`config.mk`:
```
export PLATFORM = sky130hd
export DESIGN_NAME = mix_columns_seq
export DESIGN_NICKNAME = d
export VERILOG_FILES = /design/src/rtl/mix_columns_seq.sv
export SDC_FILE = /design/constraint.sdc
export NUM_CORES = 1
export LEC_CHECK = 0
export ABC_AREA = 1
export CORE_MARGIN = 2
export CORE_UTILIZATION = 45
export DETAILED_ROUTE_END_ITERATION = 16
export GPL_ROUTABILITY_DRIVEN = 0
export PLACE_DENSITY_LB_ADDON = 0.12
export SLEW_MARGIN = 20
export SYNTH_ARGS = -nofsm -noshare
export SYNTH_HDL_FRONTEND = slang
export SYNTH_SLANG_ARGS = --single-unit
```
`constraint.sdc`:
```
create_clock -name clk -period 13.2 [get_ports clk]
set_input_delay 2.64 -clock clk [delete_from_list [all_inputs] [get_ports clk]]
set_output_delay 2.64 -clock clk [all_outputs]
set_load 0.02 [all_outputs]
```
`src/rtl/mix_columns_seq.sv`:
```
// rtl/mix_columns_seq.sv - iterative AES MixColumns, COLS_PER_CYCLE columns mixed per clock
// Optional InvMixColumns mode selected per state by inv, compiled in with MIXCOL_INV_EN.
module mix_columns_seq #(
  parameter int COLS_PER_CYCLE = 1
) (
  input  logic         clk,
  input  logic         rst,
  input  logic         in_valid,
  output logic         in_ready,
  input  logic [127:0] in_data,
  input  logic         inv,
  output logic         out_valid,
  input  logic         out_ready,
  output logic [127:0] out_data,
  output logic         busy
);

  typedef enum logic [1:0] {IDLE, BUSY, DONE} state_t;

  generate
    if (COLS_PER_CYCLE != 1 && COLS_PER_CYCLE != 2 && COLS_PER_CYCLE != 4) begin : g_bad_cfg
      $error("mix_columns_seq: COLS_PER_CYCLE must be 1, 2 or 4");
    end
  endgenerate

  function automatic logic [7:0] xtime(input logic [7:0] x);
    return {x[6:0], 1'b0} ^ (x[7] ? 8'h1b : 8'h00);
  endfunction

  // Forward column: rows of {2,3,1,1} rotated right per output row.
  function automatic logic [31:0] mix_fwd(input logic [31:0] c);
    logic [7:0] a, b, e, d;
    {a, b, e, d} = c;
    return {xtime(a) ^ xtime(b) ^ b ^ e ^ d,
            a ^ xtime(b) ^ xtime(e) ^ e ^ d,
            a ^ b ^ xtime(e) ^ xtime(d) ^ d,
            xtime(a) ^ a ^ b ^ e ^ xtime(d)};
  endfunction

`ifdef MIXCOL_INV_EN
  // Inverse column: rows of {14,11,13,9}, multiples built from chained xtime.
  function automatic logic [31:0] mix_inv(input logic [31:0] c);
    logic [7:0] x [4];
    logic [7:0] x2 [4];
    logic [7:0] x4 [4];
    logic [7:0] x8 [4];
    logic [7:0] m9 [4];
    logic [7:0] m11 [4];
    logic [7:0] m13 [4];
    logic [7:0] m14 [4];
    {x[0], x[1], x[2], x[3]} = c;
    for (int k = 0; k < 4; k++) begin
      x2[k]  = xtime(x[k]);
      x4[k]  = xtime(x2[k]);
      x8[k]  = xtime(x4[k]);
      m9[k]  = x8[k] ^ x[k];
      m11[k] = x8[k] ^ x2[k] ^ x[k];
      m13[k] = x8[k] ^ x4[k] ^ x[k];
      m14[k] = x8[k] ^ x4[k] ^ x2[k];
    end
    return {m14[0] ^ m11[1] ^ m13[2] ^ m9[3],
            m9[0]  ^ m14[1] ^ m11[2] ^ m13[3],
            m13[0] ^ m9[1]  ^ m14[2] ^ m11[3],
            m11[0] ^ m13[1] ^ m9[2]  ^ m14[3]};
  endfunction
`endif

  state_t         state_q, state_d;
  logic [1:0]     col_q, col_d;
  logic [127:0]   src_q, src_d;
  logic [127:0]   res_q, res_d;
  logic           rdy_idle_q, rdy_idle_d;
  logic           out_valid_q, out_valid_d;
  logic           busy_q, busy_d;
  logic           accept;
  logic           last_step;
  logic [1:0]     idx;
  logic [6:0]     base;
  logic [31:0]    col_in;
  logic [31:0]    mixed;

`ifdef MIXCOL_INV_EN
  logic           inv_q, inv_d;
`else
  logic           unused_inv;
  assign unused_inv = inv;
`endif

  // Accept from IDLE, or from DONE when the result leaves on the same edge.
  assign in_ready  = rdy_idle_q | ((state_q == DONE) & out_ready);
  assign accept    = in_valid & in_ready;
  assign last_step = (({1'b0, col_q} + 3'(COLS_PER_CYCLE)) == 3'd4);

  assign out_valid = out_valid_q;
  assign out_data  = res_q;
  assign busy      = busy_q;

  // Next-state, column mixing and registered-output decode.
  always_comb begin
    state_d = state_q;
    col_d   = col_q;
    src_d   = src_q;
    res_d   = res_q;
    idx     = 2'd0;
    base    = 7'd0;
    col_in  = 32'd0;
    mixed   = 32'd0;
`ifdef MIXCOL_INV_EN
    inv_d   = inv_q;
`endif
    case (state_q)
      IDLE: begin
        if (accept) begin
          src_d   = in_data;
          col_d   = 2'd0;
          state_d = BUSY;
`ifdef MIXCOL_INV_EN
          inv_d   = inv;
`endif
        end
      end
      BUSY: begin
        for (int k = 0; k < COLS_PER_CYCLE; k++) begin
          idx    = col_q + 2'(k);
          // Column idx occupies bits [127-32*idx -: 32]; ~idx equals 3-idx.
          base   = {~idx, 5'b00000};
          col_in = src_q[base +: 32];
`ifdef MIXCOL_INV_EN
          mixed  = inv_q ? mix_inv(col_in) : mix_fwd(col_in);
`else
          mixed  = mix_fwd(col_in);
`endif
          res_d[base +: 32] = mixed;
        end
        col_d = col_q + 2'(COLS_PER_CYCLE);
        if (last_step) begin
          state_d = DONE;
        end
      end
      DONE: begin
        if (out_ready) begin
          if (accept) begin
            src_d   = in_data;
            col_d   = 2'd0;
            state_d = BUSY;
`ifdef MIXCOL_INV_EN
            inv_d   = inv;
`endif
          end else begin
            state_d = IDLE;
          end
        end
      end
      default: state_d = IDLE;
    endcase
    rdy_idle_d  = (state_d == IDLE);
    out_valid_d = (state_d == DONE);
    busy_d      = (state_d == BUSY);
  end

  // State and datapath registers; reset discards any in-flight state.
  always_ff @(posedge clk or posedge rst) begin
    if (rst) begin
      state_q     <= IDLE;
      col_q       <= 2'd0;
      src_q       <= 128'd0;
      res_q       <= 128'd0;
      rdy_idle_q  <= 1'b0;
      out_valid_q <= 1'b0;
      busy_q      <= 1'b0;
`ifdef MIXCOL_INV_EN
      inv_q       <= 1'b0;
`endif
    end else begin
      state_q     <= state_d;
      col_q       <= col_d;
      src_q       <= src_d;
      res_q       <= res_d;
      rdy_idle_q  <= rdy_idle_d;
      out_valid_q <= out_valid_d;
      busy_q      <= busy_d;
`ifdef MIXCOL_INV_EN
      inv_q       <= inv_d;
`endif
    end
  end

endmodule
```
==> impl_metrics.sql <==
INSERT INTO impl_metrics (metric_group, metric, value, unit) VALUES
('status', 'status', 'complete, no violations', ''),
('timing', 'fin_worst_skew', '0.0111', 'ns'),
('critical_path', 'cpLargestDelayFamily', 'buffers and inverters', ''),
('critical_path', 'crit_top_cell', 'sky130_fd_sc_hd__clkdlybuf4s50_1', ''),
('layout', 'final_core_utilization', '57.9', '%'),
('drt', 'detail_route.iter0.violations', '942', ''),
('floorplanning', 'starting_utilization_of_the_core_area', '45.3', '%'),
('layout', 'final_net_count', '1985', ''),
('synthesis', 'synth_flop_cell', 'sky130_fd_sc_hd__dfrtp_1', ''),
('critical_path', 'worstRegToRegCells', '14', ''),
('timing', 'grt_setup_unrepaired', 'no', ''),
('synthesis', 'post_synth_main_area_contributors', 'sky130_fd_sc_hd__dfrtp_1 49%, sky130_fd_sc_hd__nand2_1 22%, sky130_fd_sc_hd__mux2_2 10%', ''),
('hold_path', 'worstHoldEndpoint', 'out_data[7]', ''),
('timing', 'clock.fmax', '0.152', 'GHz'),
('timing', 'final_max_slew_viol_count', '0', ''),
('hold_path', 'min_path_cells', '2', ''),
('critical_path', 'timing.setup.critical_path_class', 'input pin to output pin', ''),
('timing', 'setup_viol', '0', ''),
('drt', 'average_vias_per_placed_instance', '5.21', ''),
('layout', 'instances_no_fill', '2257', ''),
('floorplanning', 'boundaryPins', '264', ''),
('clock_tree', 'cts_root_buf', 'sky130_fd_sc_hd__clkbuf_16', ''),
('clock_tree', 'cts_buffer_depth', '3', ''),
('floorplanning', 'fp.dieArea', '31100', 'sq um'),
('floorplanning', 'core.rowCount', '63', ''),
('critical_path', 'endpoint_kind', 'output pin', ''),
('grt', 'grt_max_degree', '122', ''),
('clock_tree', 'cts-buffers-inserted', '29', ''),
('layout', 'flow.area_growth_from_synthesis', '27.7', '%'),
('clock_tree', 'clock_latency', '0.55', 'ns'),
('critical_path', 'worstPathCellList', 'clkdlybuf4s50_1 -> a21o_1 -> clkdlybuf4s50_1', ''),
('drt', 'drtPass1Iterations', '4', ''),
('critical_path', 'cp.buffers_inverters', '2', ''),
('clock_tree', 'clk_transition_reported_paths', '0.06', 'ns'),
('drt', 'drt_drc_violations_left', '0', ''),
('layout', 'regArea', '6580', 'sq um'),
('synthesis', 'yosysTopAreaCellShare', '49.2', '%'),
('synthesis', 'netlist_instances', '1617', ''),
('synthesis', 'number_of_flip_flops_and_latches_in_the_synthesized_netlist', '263', ''),
('critical_path', 'timing.critical_path.slowest_cell_delay', '0.61', 'ns'),
('synthesis', 'synth_enable_flop_cells', '0', ''),
('layout', 'layout_commonest_cell', 'sky130_fd_sc_hd__nand2_1', ''),
('timing', 'slew_headroom', '26.0', '%'),
('grt', 'wire_length_of_the_first_global_routing_pass', '60.1', 'mm'),
('critical_path', 'critPathArrivalTime', '3.92', 'ns'),
('critical_path', 'worst-r2r-setup-slack', '9.80', 'ns'),
('place', 'placedCellCount', '2206', ''),
('critical_path', 'worstPathRequired', '10.56', 'ns'),
('place', 'post-dp-hpwl', '26.9', 'mm'),
('place', 'io_buffers', '262', ''),
('clock_tree', 'cts_num_sinks', '263', ''),
('critical_path', 'critical-path-slowest-cell', 'sky130_fd_sc_hd__clkdlybuf4s50_1', ''),
('synthesis', 'synthArstFlopShare', '100', '%'),
('clock_tree', 'cts_repair_resize_count', '0', ''),
('synthesis', 'post-synth-top-area-cell', 'sky130_fd_sc_hd__dfrtp_1', ''),
('layout', 'multi_input_comb_area', '6200', 'sq um'),
('drt', 'drt-total-wl', '38.4', 'mm'),
('job', 'maxCapViolations', '0', ''),
('grt', 'track_usage', '24.5', '%'),
('synthesis', 'yosysWarnings', '0', ''),
('floorplanning', 'die-height', '176', 'um'),
('grt', 'globalRouteMet1Util', '33.6', '%'),
('layout', 'num_antenna_cells', '0', ''),
('grt', 'global_route.usage.met2', '40.4', '%'),
('synthesis', 'synthesis.area_per_instance', '8.27', 'sq um'),
('layout', 'post_route_cells_drive_above_1_share', '12.1', '%'),
('timing', 'post-route-min-period', '6.56', 'ns'),
('clock_tree', 'cts_tree', 'yes', ''),
('floorplanning', 'die_w', '176', 'um'),
('drt', 'postRouteAntennaNets', '0', ''),
('timing', 'hold_viol', '0', '');
## per-stage QoR
step	instance area, sq um	hold slack (ns)	setup WS, ns
after global routing	17100	0.497	6.60
after global placement	16200	0.462	6.66
after CTS	17100	0.481	6.64
after detailed placement	16200	0.465	6.64
after floorplan	13400	0.479	3.32
final	17100	0.476	6.64
## flip-flops by register name (all words and copies together) (netlist names)
| name | cells |
|---|---|
| busy | 1 |
| col_q | 2 |
| out_data | 128 |
| out_valid | 1 |
| rdy_idle_q | 1 |
| src_q | 128 |
| state_q | 2 |
## cells in the mapped netlist (6+ instances only)
master,n
sky130_fd_sc_hd__inv_2,9
sky130_fd_sc_hd__buf_1,12
sky130_fd_sc_hd__a22o_1,7
sky130_fd_sc_hd__a21oi_1,8
sky130_fd_sc_hd__mux2_2,120
sky130_fd_sc_hd__nand4_1,48
sky130_fd_sc_hd__nor2_1,21
sky130_fd_sc_hd__buf_2,26
sky130_fd_sc_hd__o21ai_1,17
sky130_fd_sc_hd__buf_4,9
sky130_fd_sc_hd__inv_1,39
sky130_fd_sc_hd__buf_6,6
sky130_fd_sc_hd__nand3_1,158
sky130_fd_sc_hd__nand2_1,786
sky130_fd_sc_hd__o21ai_0,7
sky130_fd_sc_hd__clkbuf_1,24
sky130_fd_sc_hd__nand2_2,21
sky130_fd_sc_hd__dfrtp_1,263
## area by class of cell
class / instances / area share, %
Sequential cell: 263 / 38.6
Multi-Input combinational cell: 1227 / 36.3
Timing Repair Buffer: 277 / 16.0
Inverter: 49 / 1.14
Clock buffer: 44 / 4.76
Clock inverter: 7 / 0.374
Tap cell: 390 / 2.86
## kinds of logic (layout without fill, tap and decap cells)
group,after synthesis,in the layout,share of synthesized area [%]
adder cells (fa/ha/maj),5,5,0.468
AO/OA/AOI/OAI,42,42,1.83
AND/OR/NAND/NOR,1049,1049,32.8
flip-flops,263,263,49.2
buffers and inverters,127,377,4.50
multiplexers,120,120,10.1
XOR/XNOR,11,11,1.09
## worst max-delay path by stage
stage / start / end / slack (ns) / cells past startpoint
after floorplan: rst / busy / 3.32 / 1
after global placement: out_ready / in_ready / 6.66 / 3
after detailed placement: out_ready / in_ready / 6.64 / 3
after CTS: out_ready / in_ready / 6.64 / 3
after global routing: out_ready / in_ready / 6.60 / 3
final: out_ready / in_ready / 6.64 / 3
## routing by layer
layer / routed length [um] / share of wire, % / vias to the layer above
li1: - / - / 5706
met4: 1010 / 2.6 / 0
met2: 17900 / 47 / 379
met1: 16800 / 44 / 5610
met3: 2600 / 6.8 / 66
met5: 0 / 0 / -
## worst reg2reg max path: stages (launching register included)
cell                      delay, ns
sky130_fd_sc_hd__dfrtp_2       0.42
sky130_fd_sc_hd__inv_4         0.49
sky130_fd_sc_hd__buf_4         0.74
sky130_fd_sc_hd__nand2_1       0.18
sky130_fd_sc_hd__nand3_1       0.10
sky130_fd_sc_hd__nand2_1       0.19
sky130_fd_sc_hd__inv_1         0.20
sky130_fd_sc_hd__nand2_1       0.11
sky130_fd_sc_hd__nand2_1       0.10
sky130_fd_sc_hd__nand2_1       0.07
sky130_fd_sc_hd__nand2_1       0.07
sky130_fd_sc_hd__nand2_1       0.05
sky130_fd_sc_hd__nand2_1       0.25
sky130_fd_sc_hd__nand3_1       0.16
sky130_fd_sc_hd__o21ai_1       0.17
Power is left out: the tool's default activity adds up to more than one toggle a clock period on the data nets, which glitch-free logic cannot reach.
